### config.mk
export PLATFORM = sky130hd
export DESIGN_NAME = fir_xifu_regfile_sb
export DESIGN_NICKNAME = d
export VERILOG_FILES = /design/src/rtl/fir_xifu_regfile_sb.sv
export SDC_FILE = /design/constraint.sdc
export NUM_CORES = 1
export LEC_CHECK = 0
export ABC_AREA = 1
export ABC_CLOCK_PERIOD_IN_PS = 7900
export BUFFER_PORTS_ARGS = -buffer_cell sky130_fd_sc_hd__clkbuf_2
export CORE_MARGIN = 8
export CORE_UTILIZATION = 30
export CTS_CLUSTER_SIZE = 28
export DETAILED_ROUTE_END_ITERATION = 10
export SLEW_MARGIN = 0
export SYNTH_ARGS = -nofsm -noshare
export SYNTH_HDL_FRONTEND = slang
export SYNTH_SLANG_ARGS = --single-unit
### constraint.sdc
create_clock -name clk_i -period 7.9 [get_ports clk_i]
set_input_delay 1.185 -clock clk_i [delete_from_list [all_inputs] [get_ports clk_i]]
set_output_delay 1.185 -clock clk_i [all_outputs]
set_load 0.02 [all_outputs]
### src/rtl/fir_xifu_regfile_sb.sv
// -----------------------------------------------------------------------------
// fir_xifu_regfile_sb
//
// Multi-port register file for the FIR XIFU with an integrated scoreboard.
// EX reads operands combinationally and allocates destination registers
// (marking them busy). WB writes results back, which releases the busy bit.
// EX stalls on a read whose operand is still busy (RAW). It also cannot
// allocate a destination that is already busy (WAW).
//
// Parameters
//   NB_REGS      number of registers (>= 2)
//   DATA_WIDTH   register width
//   NB_RD_PORTS  number of combinational read ports
//   NB_WR_PORTS  number of write ports; a higher index wins on collisions
//   BYPASS       1 = same-cycle write data is forwarded to the read ports
//
// Ports
//   clk_i          clock
//   rst_i          asynchronous active-high reset
//   rd_addr_i      read addresses, port p at slice p
//   rd_data_o      read data, port p at slice p
//   rd_busy_o      per read port: operand not yet available
//   alloc_valid_i  EX requests busy marking of alloc_rd_i
//   alloc_rd_i     destination register to allocate
//   alloc_ready_o  allocation accepted this cycle
//   wr_valid_i     write enables, one per write port
//   wr_addr_i      write addresses, port j at slice j
//   wr_data_i      write data, port j at slice j
//   clear_i        synchronous flush of all busy bits
//   busy_o         scoreboard state
//   err_o          registered one-cycle pulse after a write-port collision
// -----------------------------------------------------------------------------
module fir_xifu_regfile_sb #(
    parameter int  NB_REGS     = 8,
    parameter int  DATA_WIDTH  = 32,
    parameter int  NB_RD_PORTS = 3,
    parameter int  NB_WR_PORTS = 2,
    parameter int  BYPASS      = 1,
    localparam int AW          = $clog2(NB_REGS)
) (
    input  logic                              clk_i,
    input  logic                              rst_i,
    input  logic [NB_RD_PORTS*AW-1:0]         rd_addr_i,
    output logic [NB_RD_PORTS*DATA_WIDTH-1:0] rd_data_o,
    output logic [NB_RD_PORTS-1:0]            rd_busy_o,
    input  logic                              alloc_valid_i,
    input  logic [AW-1:0]                     alloc_rd_i,
    output logic                              alloc_ready_o,
    input  logic [NB_WR_PORTS-1:0]            wr_valid_i,
    input  logic [NB_WR_PORTS*AW-1:0]         wr_addr_i,
    input  logic [NB_WR_PORTS*DATA_WIDTH-1:0] wr_data_i,
    input  logic                              clear_i,
    output logic [NB_REGS-1:0]                busy_o,
    output logic                              err_o
);

    // One extra bit so that NB_REGS itself is representable for the range test.
    localparam logic [AW:0] REG_LIMIT = (AW + 1)'(NB_REGS);

    logic [DATA_WIDTH-1:0] regs_r [NB_REGS];
    logic [NB_REGS-1:0]    busy_r;
    logic                  err_r;

    logic [NB_REGS-1:0]    wr_hit_s;
    logic [DATA_WIDTH-1:0] wr_merge_s [NB_REGS];
    logic                  collision_s;
    logic                  alloc_in_range_s;
    logic                  alloc_release_s;
    logic                  alloc_ready_s;
    logic                  alloc_fire_s;
    logic [NB_REGS-1:0]    busy_next_s;

    // Addresses beyond the last register exist when NB_REGS is not a power of two.
    function automatic logic addr_in_range(input logic [AW-1:0] addr);
        return ({1'b0, addr} < REG_LIMIT);
    endfunction

    // Per-register write resolution: later (higher-index) ports override earlier ones.
    always_comb begin
        for (int r = 0; r < NB_REGS; r++) begin
            wr_hit_s[r]   = 1'b0;
            wr_merge_s[r] = '0;
            for (int j = 0; j < NB_WR_PORTS; j++) begin
                logic match_s;
                match_s       = wr_valid_i[j] && (wr_addr_i[j*AW +: AW] == AW'(r));
                wr_hit_s[r]   = wr_hit_s[r] | match_s;
                wr_merge_s[r] = match_s ? wr_data_i[j*DATA_WIDTH +: DATA_WIDTH] : wr_merge_s[r];
            end
        end
    end

    // Two valid ports targeting the same real register is a collision.
    always_comb begin
        collision_s = 1'b0;
        for (int i = 0; i < NB_WR_PORTS; i++) begin
            for (int j = i + 1; j < NB_WR_PORTS; j++) begin
                collision_s = collision_s
                            | (wr_valid_i[i] & wr_valid_i[j]
                               & (wr_addr_i[i*AW +: AW] == wr_addr_i[j*AW +: AW])
                               & addr_in_range(wr_addr_i[i*AW +: AW]));
            end
        end
    end

    // Read ports: range check, optional forwarding from the write ports, then array.
    for (genvar p = 0; p < NB_RD_PORTS; p++) begin : g_rd
        logic [AW-1:0]         addr_s;
        logic                  hit_s;
        logic [DATA_WIDTH-1:0] fwd_s;
        logic [DATA_WIDTH-1:0] data_s;
        logic                  busy_s;

        assign addr_s = rd_addr_i[p*AW +: AW];

        // Forwarding candidate: the highest-index valid write to this address.
        always_comb begin
            hit_s = 1'b0;
            fwd_s = '0;
            for (int j = 0; j < NB_WR_PORTS; j++) begin
                logic match_s;
                match_s = wr_valid_i[j] && (wr_addr_i[j*AW +: AW] == addr_s);
                hit_s   = hit_s | match_s;
                fwd_s   = match_s ? wr_data_i[j*DATA_WIDTH +: DATA_WIDTH] : fwd_s;
            end
        end

        // Operand select; a forwarded operand is by definition available.
        always_comb begin
            data_s = '0;
            busy_s = 1'b0;
            if (!addr_in_range(addr_s)) begin
                data_s = '0;
                busy_s = 1'b0;
            end else if ((BYPASS != 0) && hit_s) begin
                data_s = fwd_s;
                busy_s = 1'b0;
            end else begin
                data_s = regs_r[addr_s];
                busy_s = busy_r[addr_s];
            end
        end

        assign rd_data_o[p*DATA_WIDTH +: DATA_WIDTH] = data_s;
        assign rd_busy_o[p]                          = busy_s;
    end

    // Allocation handshake: a busy destination may be reused only when it is
    // being released this cycle or the whole scoreboard is flushed.
    always_comb begin
        alloc_in_range_s = addr_in_range(alloc_rd_i);
        if (alloc_in_range_s) begin
            alloc_release_s = wr_hit_s[alloc_rd_i];
            alloc_ready_s   = ~busy_r[alloc_rd_i] | alloc_release_s | clear_i;
        end else begin
            alloc_release_s = 1'b0;
            alloc_ready_s   = 1'b1;
        end
        alloc_fire_s = alloc_valid_i & alloc_in_range_s & alloc_ready_s;
    end

    // Scoreboard next state: flush, then allocate, then release, else hold.
    always_comb begin
        busy_next_s = busy_r;
        for (int r = 0; r < NB_REGS; r++) begin
            if (clear_i) begin
                busy_next_s[r] = 1'b0;
            end else if (alloc_fire_s && (alloc_rd_i == AW'(r))) begin
                busy_next_s[r] = 1'b1;
            end else if (wr_hit_s[r]) begin
                busy_next_s[r] = 1'b0;
            end else begin
                busy_next_s[r] = busy_r[r];
            end
        end
    end

    // State registers: data array, scoreboard and collision flag.
    always_ff @(posedge clk_i or posedge rst_i) begin
        if (rst_i) begin
            for (int r = 0; r < NB_REGS; r++) begin
                regs_r[r] <= '0;
            end
            busy_r <= '0;
            err_r  <= 1'b0;
        end else begin
            for (int r = 0; r < NB_REGS; r++) begin
                if (wr_hit_s[r]) begin
                    regs_r[r] <= wr_merge_s[r];
                end else begin
                    regs_r[r] <= regs_r[r];
                end
            end
            busy_r <= busy_next_s;
            err_r  <= collision_s;
        end
    end

    assign alloc_ready_o = alloc_ready_s;
    assign busy_o        = busy_r;
    assign err_o         = err_r;

endmodule

==> impl_results.md, run 1 <==
* Worst-path cell chain: clkbuf_2, buf_4, inv_2, o21ai_0, nor2_1, nand2_2, buf_4, nand2_1, o21ai_0, nor2_1, a31oi_1, clkbuf_2
* Netlist cell types at 33
* Register bit total from synthesis at 265
* Syn Inst Count at about 2900
* Die W at 276 um
* Clock sink count at approximately 270
* Crit share post-route at 0.751
* Asr flop ratio synth at 1.00
* Worst setup SP type: primary input
* Max-slew violation count at 0
* Post-route DRC at 0
* Mapped Area at 20200 um2
* Hold EP: regs_r[13]
* Clock transition at the registers of the reported paths at roughly 0.060 ns
* Post-synth EDFFs at 0
* Status: finished, final reports clean
* Layout Cells excl Fill at 3798
* Root Buffer: clkbuf_16
* CTS H-tree depth at 2
* Post-synth net total at 3035
* CTS buffer count at 34
* Initial Utilization at 0.302
* Hold path startpoint: regs_r[13]
* Worst path arrival time at 4.75 ns
* Hpwl dp at 57400 um
* Vias/cell at 6.22
* Mean routed wirelength per cell at 26.2 um
* Net Switching at 1.97 mW
* Power density cells at between 200 and 250 nW/um2
* Grt ovf at 0
* Worst slew margin at 0.186
* WP data required at 6.71 ns
* Antenna-violating nets left at 0
* Initial DRC count at ~3100
* Placed cell count at 3735
* Sw Share at 0.384
* Slew of the pin with the lowest slew margin at 1.22 ns
* Number of buffers added for setup after CTS at 0
* Clock power frac at 0.326
* Wirelength, routed at 99500 um
* Layout cell share with drive strength beyond 1 at 0.115
* RR Startpoint: busy_o[2]
* Setup TNS at 0 ns
* Fmax at between 150 and 200 MHz
* Die span in y at 276 um
* First-pass detailed-route iteration total at 6
* Avg Cell Area, Syn at a little under 7 um2
* Area grow syn2layout at 11.8%
* Ys Warns at 0
* Pin count of the biggest net entering global routing at 137
* Int Power at 3.16 mW
* Gate power share at 0.320
* CTS tree: yes
* Initial antenna violation count at 6
* Max Clock Skew at 0.0163 ns
* GRT Total Usage at 0.252
* Clock tree buffer depth at 3
* Input/output buffers at 196
* Nature of the critical path endpoint: primary output
* Slowest CP cell: buf_4
* GPL Wtd Cong at 0.902
* Crit Path Max Fanout at 64
* Vias in the first global route at 22400
* Hold depth at 2
* RSZ-0062 raised after global routing: false
* Worst-Skew Late Latency at 0.54 ns
* Leak Pwr at ~9.4 nW
* Die area at 76000 um2
* Num ports at 197
* Final setup fails at 0
* Via Count at roughly 24000
* Cell Area, Placed at 21400 um2
* FF-to-FF setup slack at 6.39 ns
* Final instance area at 22600 um2
* Max VDD drop at ~0.00012 V
* Sequential share of power at 0.353
* Nets at around 3000
* Reg-to-reg endpoint: busy_o[0]
* Final min period at 5.94 ns
* Worst min path class: flip-flop to flip-flop
* Core area at around 67000 um2
* Maxcap violations at 0
* WS Path Type: primary input to primary output
* Slowest Stage Delay on Critical Path at 0.68 ns
* Post-CTS sizing at 0
* Row count at 95
* Sequential area share after synthesis at 0.328
* Final Hold Fails at 0
* Number of hold-repair buffers added at the cts stage at 0
* Worst R2R Path Depth at 9
* First-pass GRT wire length at between 100000 and 150000 um
* Top_reg_cell synth: dfrtp_1
==> worst max-delay path by stage <==
stage,startpoint,to,slack [ns],cells past startpoint
after floorplan,rst_i,busy_o[0],3.22,1
after global placement,rd_addr_i[1],rd_data_o[30],2.10,6
after detailed placement,rd_addr_i[8],rd_data_o[70],2.14,12
after CTS,rd_addr_i[8],rd_data_o[70],2.14,12
after global routing,rd_addr_i[8],rd_data_o[70],1.85,12
final,rd_addr_i[8],rd_data_o[94],1.96,12
==> layout make-up <==
| class | instances | area (um2) |
|---|---|---|
| fill | 7297 | 44400 |
| multi-input combinational | 2047 | 11200 |
| sequential | 265 | 6630 |
| timing repair buffer | 244 | 1380 |
| inverter | 306 | 1160 |
| tap | 873 | 1090 |
| clock buffer | 50 | 1070 |
| clock inverter | 9 | 106 |
| antenna | 4 | 10.0 |
==> metrics by stage <==
| stage | utilization | total power, mW | hold slack (ns) | setup WS (ns) |
|---|---|---|---|---|
| 6_report | 0.338 | 5.13 | 0.552 | 1.96 |
| 5_1_grt | 0.338 | 5.37 | 0.572 | 1.85 |
| 4_1_cts | 0.337 | 5.10 | 0.546 | 2.14 |
| 3_5_place_dp | 0.320 | 3.44 | 0.527 | 2.14 |
| 3_3_place_gp | 0.320 | 3.42 | 0.528 | 2.10 |
| 2_1_floorplan | - | 2.89 | 0.486 | 3.22 |
==> critical path: cells and delay by family <==
kind	cells	cell delay, ns
AOI/OAI and AO/OA	3	0.93
buffers and inverters	5	2.27
and+or+nand+nor	4	0.32
==> cell usage in the layout, fill, tap and decap left out, types with 2 or more instances in the layout <==
| master | n |
|---|---|
| a21oi_1 | 375 |
| a221oi_1 | 33 |
| a31oi_1 | 26 |
| a32oi_1 | 29 |
| buf_4 | 51 |
| buf_6 | 2 |
| bufinv_16 | 2 |
| clkbuf_1 | 3 |
| clkbuf_16 | 37 |
| clkbuf_2 | 189 |
| clkbuf_8 | 10 |
| clkinv_1 | 32 |
| clkinv_2 | 5 |
| clkinv_4 | 3 |
| dfrtp_1 | 265 |
| diode_2 | 4 |
| inv_1 | 259 |
| inv_2 | 12 |
| nand2_1 | 309 |
| nand2_2 | 11 |
| nand3_1 | 399 |
| nand3_2 | 3 |
| nand3b_1 | 2 |
| nor2_1 | 67 |
| nor2_4 | 4 |
| nor3_1 | 3 |
| o211ai_1 | 84 |
| o21ai_0 | 427 |
| o21ai_1 | 37 |
| o221ai_1 | 216 |
| o22ai_1 | 10 |
| xnor2_1 | 2 |
| xor2_1 | 2 |
==> power by group through the flow <==
stage / clock network [mW] / logic (mW) / registers [mW]
6_report: 1.67 / 1.64 / 1.81
5_1_grt: 1.74 / 1.79 / 1.84
4_1_cts: 1.68 / 1.62 / 1.80
3_5_place_dp: 0 / 1.61 / 1.82
3_3_place_gp: 0 / 1.60 / 1.82
2_1_floorplan: 0 / 1.11 / 1.78
==> Yosys cell counts, types with 12 or more instances <==
master	count	area, um2
o21ai_0	427	2140
nand3_1	402	2010
a21oi_1	375	1880
nand2_1	319	1200
dfrtp_1	265	6630
inv_1	262	983
o221ai_1	216	1890
clkbuf_1	196	736
o211ai_1	84	631
nor2_1	69	259
buf_1	68	255
buf_2	54	270
o21ai_1	37	185
a221oi_1	33	289
clkinv_1	32	120
a32oi_1	29	254
a31oi_1	26	163
inv_2	12	45.0
==> metal layers <==
layer	vias up	global-route usage	routed length [um]
met2	1606	0.387	43900
met4	4	0.153	6210
met3	377	0.0501	10700
met5	-	0	29
met1	11100	0.324	38600
li1	10500	-	-
==> state kept, by name, indices dropped and copies added (netlist names) <==
signal / flops
regs_r: 256
err_o: 1
busy_o: 8
==> logic make-up (layout without fill, tap and decap cells) <==
kind of cell / Yosys count / count (layout) / synth area share
flops: 265 / 265 / 0.328
buf+inv: 635 / 609 / 0.124
xor+xnor: 4 / 4 / 0.00173
simple gates: 802 / 802 / 0.175
compound gates: 1241 / 1241 / 0.372
other cells: 0 / 4 / 0
Power figures use the tool's default switching activity.
==> inputs of run 2 (changes only) <==
Settings changed: ABC_AREA 1 to 0, ABC_CLOCK_PERIOD_IN_PS 7900 to 5100.
Clock period 7.9 ns to 5.1 ns, I/O delays scaled along.
==> impl_results.md, run 2 <==
* Syn Inst Count at 2080 (-29%)
* Status: finished, final reports clean
* First-pass GRT wire length at 113000 um (-23%)
* Gate power share at 0.356 (+0.036)
* Simple-Gate Fraction of Synth Area at 0.101 (-0.0746)
* Grt ovf at 0 (unchanged)
* Filler Cell Count at 6897 (-5.5%)
* Setup TNS at 0 ns (unchanged)
* Die W at 278 um (+0.69%)
* Root Buffer: clkbuf_16
* Via Count at 17200 (-27%)
* Clock power frac at 0.277 (-0.049)
* FF-to-FF setup slack at 3.39 ns (-3.00 ns)
* Mean routed wirelength per cell at 24.9 um (-4.8%)
* Nets at 2178 (-27%)
* Initial DRC count at 1642 (-47%)
* Initial Utilization at 0.301 (-0.000865)
* GRT Total Usage at 0.188 (-0.0638)
* Sequential area share after synthesis at 0.323 (-0.00477)
* Hold Slack at 0.329 ns (-0.223 ns)
* Top_reg_cell synth: dfrtp_1
* Clock sink count at 265 (unchanged)
* Largest register FFs at 256 (unchanged)
* Max VDD drop at 0.000232 V (+100%)
* Final min period at 3.82 ns
* Most frequent cells in the layout: mux2i_1 (356), nand2_1 (325), o21ai_0 (324)
* Sw Share at 0.365 (-0.0198)
* WP data required at 4.34 ns (-2.37 ns)
* Vias/cell at 5.73 (-7.9%)
* Number of hold-repair buffers added at the cts stage at 0 (unchanged)
* Register bit total from synthesis at 265 (unchanged)
* Worst path arrival time at 3.05 ns (-1.70 ns)
* Nature of the critical path endpoint: primary output
* Layout cell share with drive strength beyond 1 at 0.243 (+0.128)
* Crit Path Max Fanout at 32 (-50%)
* Most flop-heavy register: regs_r
* Vias in the first global route at 17600 (-22%)
* Final Hold Fails at 0 (unchanged)
* Clock transition at the registers of the reported paths at 0.07 ns (about the same)
* Net Switching at 3.00 mW (+52%)
* Final setup fails at 0 (unchanged)
* First-pass detailed-route iteration total at 5 (-1)
* Area grow syn2layout at 11.7% (about the same)
* Multiplexer share of the synthesized area at 0.392 (+0.392)
* Largest family of logic cells by synthesized area: multiplexers
* CTS tree: yes
* Synth Area in XOR/XNOR at 0.00896 (+0.00723)
* Crit share post-route at 0.749
* Area leader, netlist: dfrtp_1
* Die span in y at 278 um (+0.69%)
* Initial antenna violation count at 11 (+5)
* Wirelength, routed at 74800 um (-25%)
* RSZ-0062 raised after global routing: false
* CTS buffer count at 29 (-15%)
* Leading post-synthesis cells by cell area: dfrtp_1 (32%), mux4_2 (22%), mux2i_1 (17%)
* Cell Area, Placed at 21900 um2 (+2.3%)
* Leak Pwr at 9.74 nW (+3.2%)
* Maxcap violations at 0 (unchanged)
* Worst-Skew Late Latency at 0.58 ns (+0.04 ns)
* Worst slew margin at 0.373 (+0.187)
* Die area at 77100 um2 (+1.4%)
* WS Path Type: primary input to primary output
* Post-synth net total at 2168 (-29%)
* Multi-input logic area at 12700 um2 (+14%)
* Synth top cells by count: mux2i_1 (356), nand2_1 (325), o21ai_0 (324), dfrtp_1 (265), mux4_2 (199)
* Avg Cell Area, Syn at 9.87 um2 (+44%)
* Core area at 68200 um2 (+1.8%)
* Ys Warns at 0 (unchanged)
* Row count at 96 (+1.1%)
* Num ports at 197 (unchanged)
* Worst setup SP type: primary input
* Power density cells at 358 nW/um2 (+58%)
* Max Clock Skew at 0.00956 ns (-0.00678 ns)
* CTS H-tree depth at 1 (-1)
* Post-route DRC at 0 (unchanged)
* Input/output buffers at 196 (unchanged)
* Reg area at 6630 um2 (unchanged)
* Post-synth top area share at 0.323 (-0.00477)
* Antenna-violating nets left at 0 (unchanged)
* Mapped Area at 20500 um2 (+1.5%)
* Int Power at 5.22 mW (+65%)
* Count leader, synth: mux2i_1
* Asr flop ratio synth at 1.00 (unchanged)
* Post-synth EDFFs at 0 (unchanged)
* Clock tree buffer depth at 3 (unchanged)
* Slew of the pin with the lowest slew margin at 0.941 ns (-0.279 ns)
* Compound-Gate Fraction of Synth Area at 0.116 (-0.256)
* Max-slew violation count at 0 (unchanged)
* Hpwl dp at 46000 um (-20%)
* GPL Wtd Cong at 0.821 (-8.9%)
* Post-CTS sizing at 0 (unchanged)
* Number of buffers added for setup after CTS at 0 (unchanged)
* Most common cell after layout, fill and taps aside: mux2i_1
* Sequential share of power at 0.367 (+0.014)
* Fmax at 262 MHz
* Final instance area at 22900 um2 (+1.4%)
* Pin count of the biggest net entering global routing at 112 (-18%)
* Synth Area in Adders at 0 (unchanged)
* Worst min path class: primary input to async pin
* Netlist cell types at 43 (+30%)
## run 2: metrics by stage
stage	util	setup slack, ns	power [mW]	cells
2_1_floorplan	-	0.837	5.04	2080
3_3_place_gp	0.322	1.32	5.86	2941
3_5_place_dp	0.322	1.34	5.97	2941
4_1_cts	0.336	1.34	8.26	2994
5_1_grt	0.336	1.17	8.65	2996
6_report	0.336	1.28	8.22	2998
## run 2: area by class of cell
cell class	count	area share
sequential	265	0.289
tap	882	0.0481
timing repair buffer	246	0.0625
antenna	4	0.000436
inverter	6	0.00114
multi-input combinational	1542	0.555
clock inverter	18	0.00916
clock buffer	35	0.0343
## run 2: worst paths after layout
check / from / to / cells past startpoint
max in group asynchronous: rst_i / regs_r[50] / 3
worst max register to register: busy_o[1] / busy_o[0] / 4
worst min-delay path: rst_i / regs_r[33] / 2
min in group clk_i: alloc_valid_i / busy_o[0] / 3
worst max-delay path: rd_addr_i[1] / rd_data_o[6] / 8
worst min register to register: regs_r[215] / regs_r[215] / 2
## run 2: per-layer routing
metal  part of all wire  vias to the layer above  track usage
met2               0.48                      805        0.319
met1               0.39                     8568        0.229
met5            0.00096                        -            0
met4              0.045                       12       0.0854
li1                   -                     7572            -
met3              0.084                      221       0.0381
## run 2: cells by family (layout without fill, tap and decap cells)
kind of cell    Yosys count  count (layout)
buf+inv                 273             305
simple gates            500             500
mux                     556             556
compound gates          465             465
other cells               0               4
flops                   265             265
xor+xnor                 21              21
## run 2: worst max-delay path: stages
cell	delay, ns
buf_4	0.32
buf_4	0.54
mux4_2	0.32
mux2i_1	0.07
nand2_1	0.07
o21ai_0	0.08
o21ai_0	0.55
clkbuf_2	0.29
## run 2: power groups by stage
stage / clock network [mW] / logic [mW] / registers, mW
after floorplan: 0 / 2.15 / 2.88
after global placement: 0 / 2.89 / 2.97
after detailed placement: 0 / 2.95 / 3.03
after CTS: 2.32 / 2.95 / 2.99
after global routing: 2.40 / 3.17 / 3.08
final: 2.28 / 2.92 / 3.02
